[config.mk]
export PLATFORM = sky130hd
export DESIGN_NAME = instr_prefetch_queue
export DESIGN_NICKNAME = d
export VERILOG_FILES = /design/src/rtl/instr_prefetch_queue_pkg.sv /design/src/rtl/instr_prefetch_queue_fifo.sv /design/src/rtl/instr_prefetch_queue.sv
export SDC_FILE = /design/constraint.sdc
export NUM_CORES = 1
export LEC_CHECK = 0
export ABC_AREA = 1
export BUFFER_PORTS_ARGS = -buffer_cell sky130_fd_sc_hd__buf_2
export CORE_MARGIN = 8
export CORE_UTILIZATION = 30
export CTS_BUF_LIST = sky130_fd_sc_hd__clkbuf_16
export CTS_CLUSTER_DIAMETER = 60
export DETAILED_ROUTE_END_ITERATION = 10
export SLEW_MARGIN = 15
export SYNTH_ARGS = -nofsm -noshare
export SYNTH_HDL_FRONTEND = slang
export SYNTH_HIERARCHICAL = 1
export SYNTH_SLANG_ARGS = --single-unit
[constraint.sdc]
create_clock -name clk -period 5.35 [get_ports clk]
set_input_delay 1.3375 -clock clk [delete_from_list [all_inputs] [get_ports clk]]
set_output_delay 1.3375 -clock clk [all_outputs]
set_load 0.1 [all_outputs]
[src/rtl/instr_prefetch_queue_pkg.sv]
// Shared constants and types for the instruction prefetch queue.
package instr_prefetch_queue_pkg;

  localparam int unsigned IFQ_DEPTH    = 4;
  localparam int unsigned IFQ_PC_W     = 13;
  localparam int unsigned IFQ_INSTR_W  = 16;
  localparam int unsigned IFQ_RESET_PC = 0;

  typedef enum logic [1:0] {
    IFQ_IDLE = 2'd0,
    IFQ_WAIT = 2'd1,
    IFQ_DROP = 2'd2
  } ifq_state_e;

  typedef struct packed {
    logic [IFQ_PC_W-1:0]    pc;
    logic [IFQ_INSTR_W-1:0] instr;
  } ifq_entry_t;

endpackage

[src/rtl/instr_prefetch_queue_fifo.sv]
// First-word-fall-through FIFO with synchronous flush; holds {pc, instr} entries.
module sync_fifo_fwft #(
  parameter int unsigned WIDTH = 29,
  parameter int unsigned DEPTH = 4
) (
  input  logic                         clk,
  input  logic                         rst,
  input  logic                         push,
  input  logic [WIDTH-1:0]             din,
  input  logic                         pop,
  input  logic                         flush,
  output logic [WIDTH-1:0]             dout,
  output logic [$clog2(DEPTH+1)-1:0]   count
);

  localparam int unsigned AW = $clog2(DEPTH);
  localparam int unsigned CW = $clog2(DEPTH+1);

  logic [WIDTH-1:0] mem_q [DEPTH];
  logic [AW-1:0]    rd_q, wr_q;
  logic [CW-1:0]    cnt_q, cnt_d;
  logic             do_push, do_pop;

  // Pop on empty is ignored; push on full only accepted alongside a pop.
  always_comb begin
    do_pop  = pop && (cnt_q != '0);
    do_push = push && ((cnt_q != CW'(DEPTH)) || do_pop);
    cnt_d   = cnt_q + CW'(do_push) - CW'(do_pop);
  end

  always_ff @(posedge clk) begin
    if (rst) begin
      rd_q  <= '0;
      wr_q  <= '0;
      cnt_q <= '0;
      for (int i = 0; i < int'(DEPTH); i++) mem_q[i] <= '0;
    end else if (flush) begin
      rd_q  <= '0;
      wr_q  <= '0;
      cnt_q <= '0;
    end else begin
      if (do_push) begin
        mem_q[wr_q] <= din;
        wr_q        <= wr_q + AW'(1);
      end
      if (do_pop) rd_q <= rd_q + AW'(1);
      cnt_q <= cnt_d;
    end
  end

  assign dout  = mem_q[rd_q];
  assign count = cnt_q;

endmodule

[src/rtl/instr_prefetch_queue.sv]
// Fetch stage: issues one outstanding word fetch at a time and queues {pc, instr}
// for decode; a redirect flushes the queue and discards any in-flight response.
module instr_prefetch_queue
  import instr_prefetch_queue_pkg::*;
#(
  parameter int unsigned            DEPTH    = IFQ_DEPTH,
  parameter int unsigned            PC_W     = IFQ_PC_W,
  parameter int unsigned            INSTR_W  = IFQ_INSTR_W,
  parameter logic [PC_W-1:0]        RESET_PC = PC_W'(IFQ_RESET_PC)
) (
  input  logic                         clk,
  input  logic                         rst,
  output logic                         mem_req,
  output logic [PC_W-1:0]              mem_addr,
  input  logic                         mem_ack,
  input  logic [INSTR_W-1:0]           mem_rdata,
  input  logic                         redirect,
  input  logic [PC_W-1:0]              redirect_pc,
  output logic                         inst_valid,
  output logic [INSTR_W-1:0]           inst_data,
  output logic [PC_W-1:0]              inst_pc,
  input  logic                         inst_ready,
  output logic [$clog2(DEPTH+1)-1:0]   count
);

  localparam int unsigned CW  = $clog2(DEPTH+1);
  localparam int unsigned CW1 = CW + 1;
  localparam int unsigned EW  = PC_W + INSTR_W;

  ifq_state_e       state_q, state_d;
  logic [PC_W-1:0]  fetch_pc_q, fetch_pc_d;
  logic [PC_W-1:0]  mem_addr_q, mem_addr_d;
  logic [PC_W-1:0]  fetch_pc_inc;
  logic [CW1-1:0]   occ_next;
  logic             push, pop, flush, space;
  logic [EW-1:0]    head;
  logic [CW-1:0]    cnt;

  always_ff @(posedge clk) begin
    if (rst) begin
      state_q    <= IFQ_IDLE;
      fetch_pc_q <= RESET_PC;
      mem_addr_q <= RESET_PC;
    end else begin
      state_q    <= state_d;
      fetch_pc_q <= fetch_pc_d;
      mem_addr_q <= mem_addr_d;
    end
  end

  // Next-state, fetch address and queue control; a redirect suppresses both push and pop.
  always_comb begin
    state_d      = state_q;
    fetch_pc_d   = fetch_pc_q;
    mem_addr_d   = mem_addr_q;
    flush        = 1'b0;
    fetch_pc_inc = fetch_pc_q + PC_W'(1);
    pop          = inst_valid && inst_ready && !redirect;
    push         = (state_q == IFQ_WAIT) && mem_ack && !redirect;
    occ_next     = CW1'(cnt) + CW1'(push) - CW1'(pop);
    space        = occ_next < CW1'(DEPTH);
    unique case (state_q)
      IFQ_IDLE: begin
        if (redirect) begin
          fetch_pc_d = redirect_pc;
          flush      = 1'b1;
        end else if (space) begin
          mem_addr_d = fetch_pc_q;
          state_d    = IFQ_WAIT;
        end
      end
      IFQ_WAIT: begin
        if (redirect) begin
          fetch_pc_d = redirect_pc;
          flush      = 1'b1;
          state_d    = mem_ack ? IFQ_IDLE : IFQ_DROP;
        end else if (mem_ack) begin
          fetch_pc_d = fetch_pc_inc;
          if (space) mem_addr_d = fetch_pc_inc;
          else       state_d    = IFQ_IDLE;
        end
      end
      IFQ_DROP: begin
        if (redirect) begin
          fetch_pc_d = redirect_pc;
          flush      = 1'b1;
        end
        if (mem_ack) state_d = IFQ_IDLE;
      end
      default: state_d = IFQ_IDLE;
    endcase
  end

  sync_fifo_fwft #(
    .WIDTH (EW),
    .DEPTH (DEPTH)
  ) u_fifo (
    .clk   (clk),
    .rst   (rst),
    .push  (push),
    .din   ({fetch_pc_q, mem_rdata}),
    .pop   (pop),
    .flush (flush),
    .dout  (head),
    .count (cnt)
  );

  assign mem_req    = (state_q != IFQ_IDLE);
  assign mem_addr   = mem_addr_q;
  assign count      = cnt;
  assign inst_valid = (cnt != '0);
  assign inst_pc    = head[EW-1:INSTR_W];
  assign inst_data  = head[INSTR_W-1:0];

endmodule

* Word level (Yosys, flattened, before mapping)
Memory sizes are Yosys's and may differ from the RTL's. A register that Yosys moved wholly into a read port is not among the register bits.
Index checks and enable logic that the tools add are counted.
** Operators by class
- Add/subtract/negate cells :: 7
- Order comparisons :: 1
- Equality and inequality tests :: 12
- Muxes and demuxes :: 31
- Reduce and logical (&&, ||, !) cells :: 20
** Operators with widths (number)
- $mux W13 :: 8
- $pmux W13 S2 :: 2
- $mux W29 :: 1
- $reduce_or A29 Y1 :: 1
- $mux W2 :: 10
- $add A13 B1 Y13 const B :: 1
- $ne A2 B2 Y1 const B :: 6
- $mux W1 :: 9
- $ne A3 B3 Y1 const B :: 3
- $logic_and A1 B1 Y1 :: 6
- $pmux W2 S3 :: 1
- $reduce_and A6 Y1 :: 1
- $reduce_bool A2 Y1 :: 3
- $reduce_and A5 Y1 :: 1
- $add A2 B1 Y2 const B :: 2
- $add A3 B1 Y4 :: 1
- $lt A4 B3 Y1 const B :: 1
- $reduce_or A2 Y1 :: 2
- $sub A4 B1 Y4 :: 1
- $add A3 B1 Y3 :: 1
- $reduce_and A3 Y1 :: 1
- $reduce_bool A3 Y1 :: 1
- $reduce_or A3 Y1 :: 1
- $sub A3 B1 Y3 :: 1
- other kinds (6) :: 6
** Storage, ports and cells
- Flip-flop bits (word level) :: 35
- Memory bits (writable) :: 116
- Output and inout port bits :: 47
- Memories kept :: 1
** Memories
- u_fifo.mem_q :: depth 4, bits a word 29, rd ports 1, clocked after Yosys merged registers in 1, write ports 4, line instr_prefetch_queue_fifo.sv:19 : logic [WIDTH-1:0] mem_q [DEPTH];

* Longest topological paths before layout
- Depth in word-level cells :: 12
- Gate-level depth with buffers :: 19
- Depth with buffers taken out :: 18

* Modules after synthesis
Netlist, hierarchy kept.
** By module, submodules not included
- sync_fifo_fwft :: instances 1, cells an instance 515, area each 5495.3 sq um
- instr_prefetch_queue :: instances 1, cells an instance 274, area each 1848.0 sq um

* Worst setup path before layout
No wires, ideal clock.
- Path type :: input to register
- Start :: in redirect
- End :: mem u_fifo.mem_q[0][0] (enable)
- Library setup time :: 455 ps
- Arrival time :: 4132 ps
- Setup slack :: 763 ps
- Stages :: 7
- Path buffers :: 0
- Path through :: inv_1 > nand2_1 > nor2_1 > nor2_1 > nand2_2 > nand4_1 > o21ai_0
** RTL lines
- from (decl) :: line instr_prefetch_queue.sv:17 : input logic redirect,
- to (decl) :: line instr_prefetch_queue_fifo.sv:19

==> results.tsv <==
metric	value	unit
crit_path_start_kind	flop	
max_slew.worst_pin.slew	0.994	ns
ys_seq_area_frac	0.575	
synth.avg_cell_area	9.31	µm²
max_slew_margin	0.337	
power.total	2.83	mW
fin_worst_skew	0.0125	ns
io_buffers	80	
period_needed	4.09	ns
synth_top_family_by_area	simple AND/OR/NAND/NOR gates	
cap_violations	0	
cts_setup_buffers	0	
setup_violations	0	
dpl.cell_count	1161	
cp_slowest_stage_delay	0.76	ns
post-route-period-util	0.765	
routed_wl	18500	µm
vias	5631	
ctsHoldBuffers	0	
nets	897	
tns	0	ns
io_pins	81	
synth-xor-area-share	0.00954	
grt_antenna_before_repair	0	
drc	0	
async_flop_share	0	
ir_drop	0.000208	V
ys_warn_count	6	
grt_pass1_vias	5512	
required	4.01	ns
critPathBufInv	3	
synthCells	789	
initial_core_util	0.304	
cp-end-kind	primary output	
synth_compound_gate_area_share	0.116	
path_cells	buf_4 -> inv_1 -> o21ai_0 -> o22ai_1 -> buf_2	
power.leakage	3.55	nW
dp_hpwl	11800	µm
wl_per_cell	15.5	µm
dr.pass1.iters	5	
syn_area	7340	µm²
synth-main-ff-cell	edfxtp_1	
gp_congestion	0.822	
cts.path.max_buffers	2	
grt_max_degree	59	
cts_resized	0	
critPathKind	reg2out	
cts.htree.levels	4	
fillers	2465	
hp-start	mem_addr[0]	
grt_usage	0.129	
antenna_left	0	
rows	57	
cp_data_arrival_time	2.76	ns
cts_sinks	153	
slowest_stage	inv_1	
drive_gt1_frac	0.188	
synthSimpleGateAreaFrac	0.203	
syn_nets	830	
finalNonFillerCells	1193	
yosysUniqueCellTypes	38	
regToRegStartpoint	state_q[0]	
rsz0062_at_grt	false	
diodes	0	
synth_edf_count	116	
die_x	172	µm
muxShareOfSynthArea	0	
ys_ff_latch	153	
cts_inserted_buffers	17	
fin_util	0.353	
final_cell_mix	nor2_1 (158), edfxtp_1 (116), inv_1 (87)	
syn_to_final_growth	16.3	%
core_area	24200	µm²
grt_pass1_wl	29500	µm
powerDensity	331	nW/µm²
cts_tree	built	
synth_adder_area_share	0.0129	
die_y	172	µm
gr-total-overflow	0	
status	finished, final reports clean	
fmax	0.244	GHz
clk_latency	0.43	ns
cts.clk_slew.worst_paths	0.06	ns
vias_per_cell	4.72	
crit_fanout	30	
slew_viol_final	0	
hold_violations	0	
root_buffer	clkbuf_16	
drt_iter0_drc	427	
die-area	29700	µm²
cp_top_family	buffers and inverters	
layout_commonest_cell	nor2_1	
hp-class	reg2reg	
-- path summary, 6_finish.rpt --
| kind | end | slack, ns | cells after the start |
|---|---|---|---|
| worst min register to register | mem_addr[0] | 0.45 | 2 |
| worst max register to register | u_fifo/mem_q[2][3] | 2.10 | 9 |
| worst min-delay path | mem_addr[0] | 0.45 | 2 |
| worst max-delay path | inst_pc[1] | 1.26 | 5 |
-- kinds of logic after synthesis --
kind of cell / count (synthesis)
buffers and inverters: 136
adder cells (fa/ha/maj): 7
XOR/XNOR: 8
AO/OA/AOI/OAI: 154
AND/OR/NAND/NOR: 331
flip-flops: 153
-- power breakdown --
part	internal (mW)	leakage (nW)	total (mW)	switching, mW
combinational	0.0597	1.77	0.315	0.255
clock	0.648	0.274	1.16	0.513
sequential	1.32	1.50	1.35	0.0307
-- sequential cells by signal, indices dropped and copies added, names as in the netlist, named ones only --
name and flops:
u_fifo/wr_q 2, state_q 2, u_fifo/mem_q 116, fetch_pc_q 13
mem_addr 13, u_fifo/rd_q 2, u_fifo/count 3
-- cell type report --
cell class,count,area (µm²),area share
sequential,153,4230,0.495
clock inverter,15,140,0.0164
clock buffer,17,425,0.0498
tap,324,405,0.0475
timing repair buffer,91,483,0.0566
inverter,93,349,0.0409
multi-input combinational,500,2510,0.294
-- tightest hold or removal path: stages (launching register included) --
cell     delay, ns
dfxtp_1       0.31
inv_1         0.04
a21oi_1       0.05
-- cells in the mapped netlist, drive strengths merged, types with 6 or more instances --
library cell  count  area (µm²)
nor2            169         694
edfxtp          116        3480
nand2            94         393
inv              92         345
o21ai            83         415
dfxtp            37         741
nor3             34         181
a21oi            29         171
o22ai            29         181
nand3            26         163
buf              24         191
clkbuf           19        72.6
a31oi            10        62.6
nand4             7        50.1
xor2              7        61.3
ha                6        75.1
-- layer usage --
layer  wire length, µm  global-route usage  vias up
li1                  -                   -     2802
met1              8870               0.174     2666
met2              8380               0.199      151
met3              1070              0.0365       12
met4               137              0.0326        0
met5                 0                   0        -
-- per-stage QoR --
| step | hold slack, ns | setup slack (ns) | area, µm² |
|---|---|---|---|
| CTS | 0.451 | 1.23 | 8540 |
| floorplan | 0.467 | 0.763 | 7340 |
| detailed placement | 0.441 | 1.49 | 7970 |
| finish | 0.447 | 1.26 | 8540 |
| global route | 0.474 | 1.08 | 8540 |
| global placement | 0.431 | 1.59 | 7970 |
(Power assumes the default switching activity.)
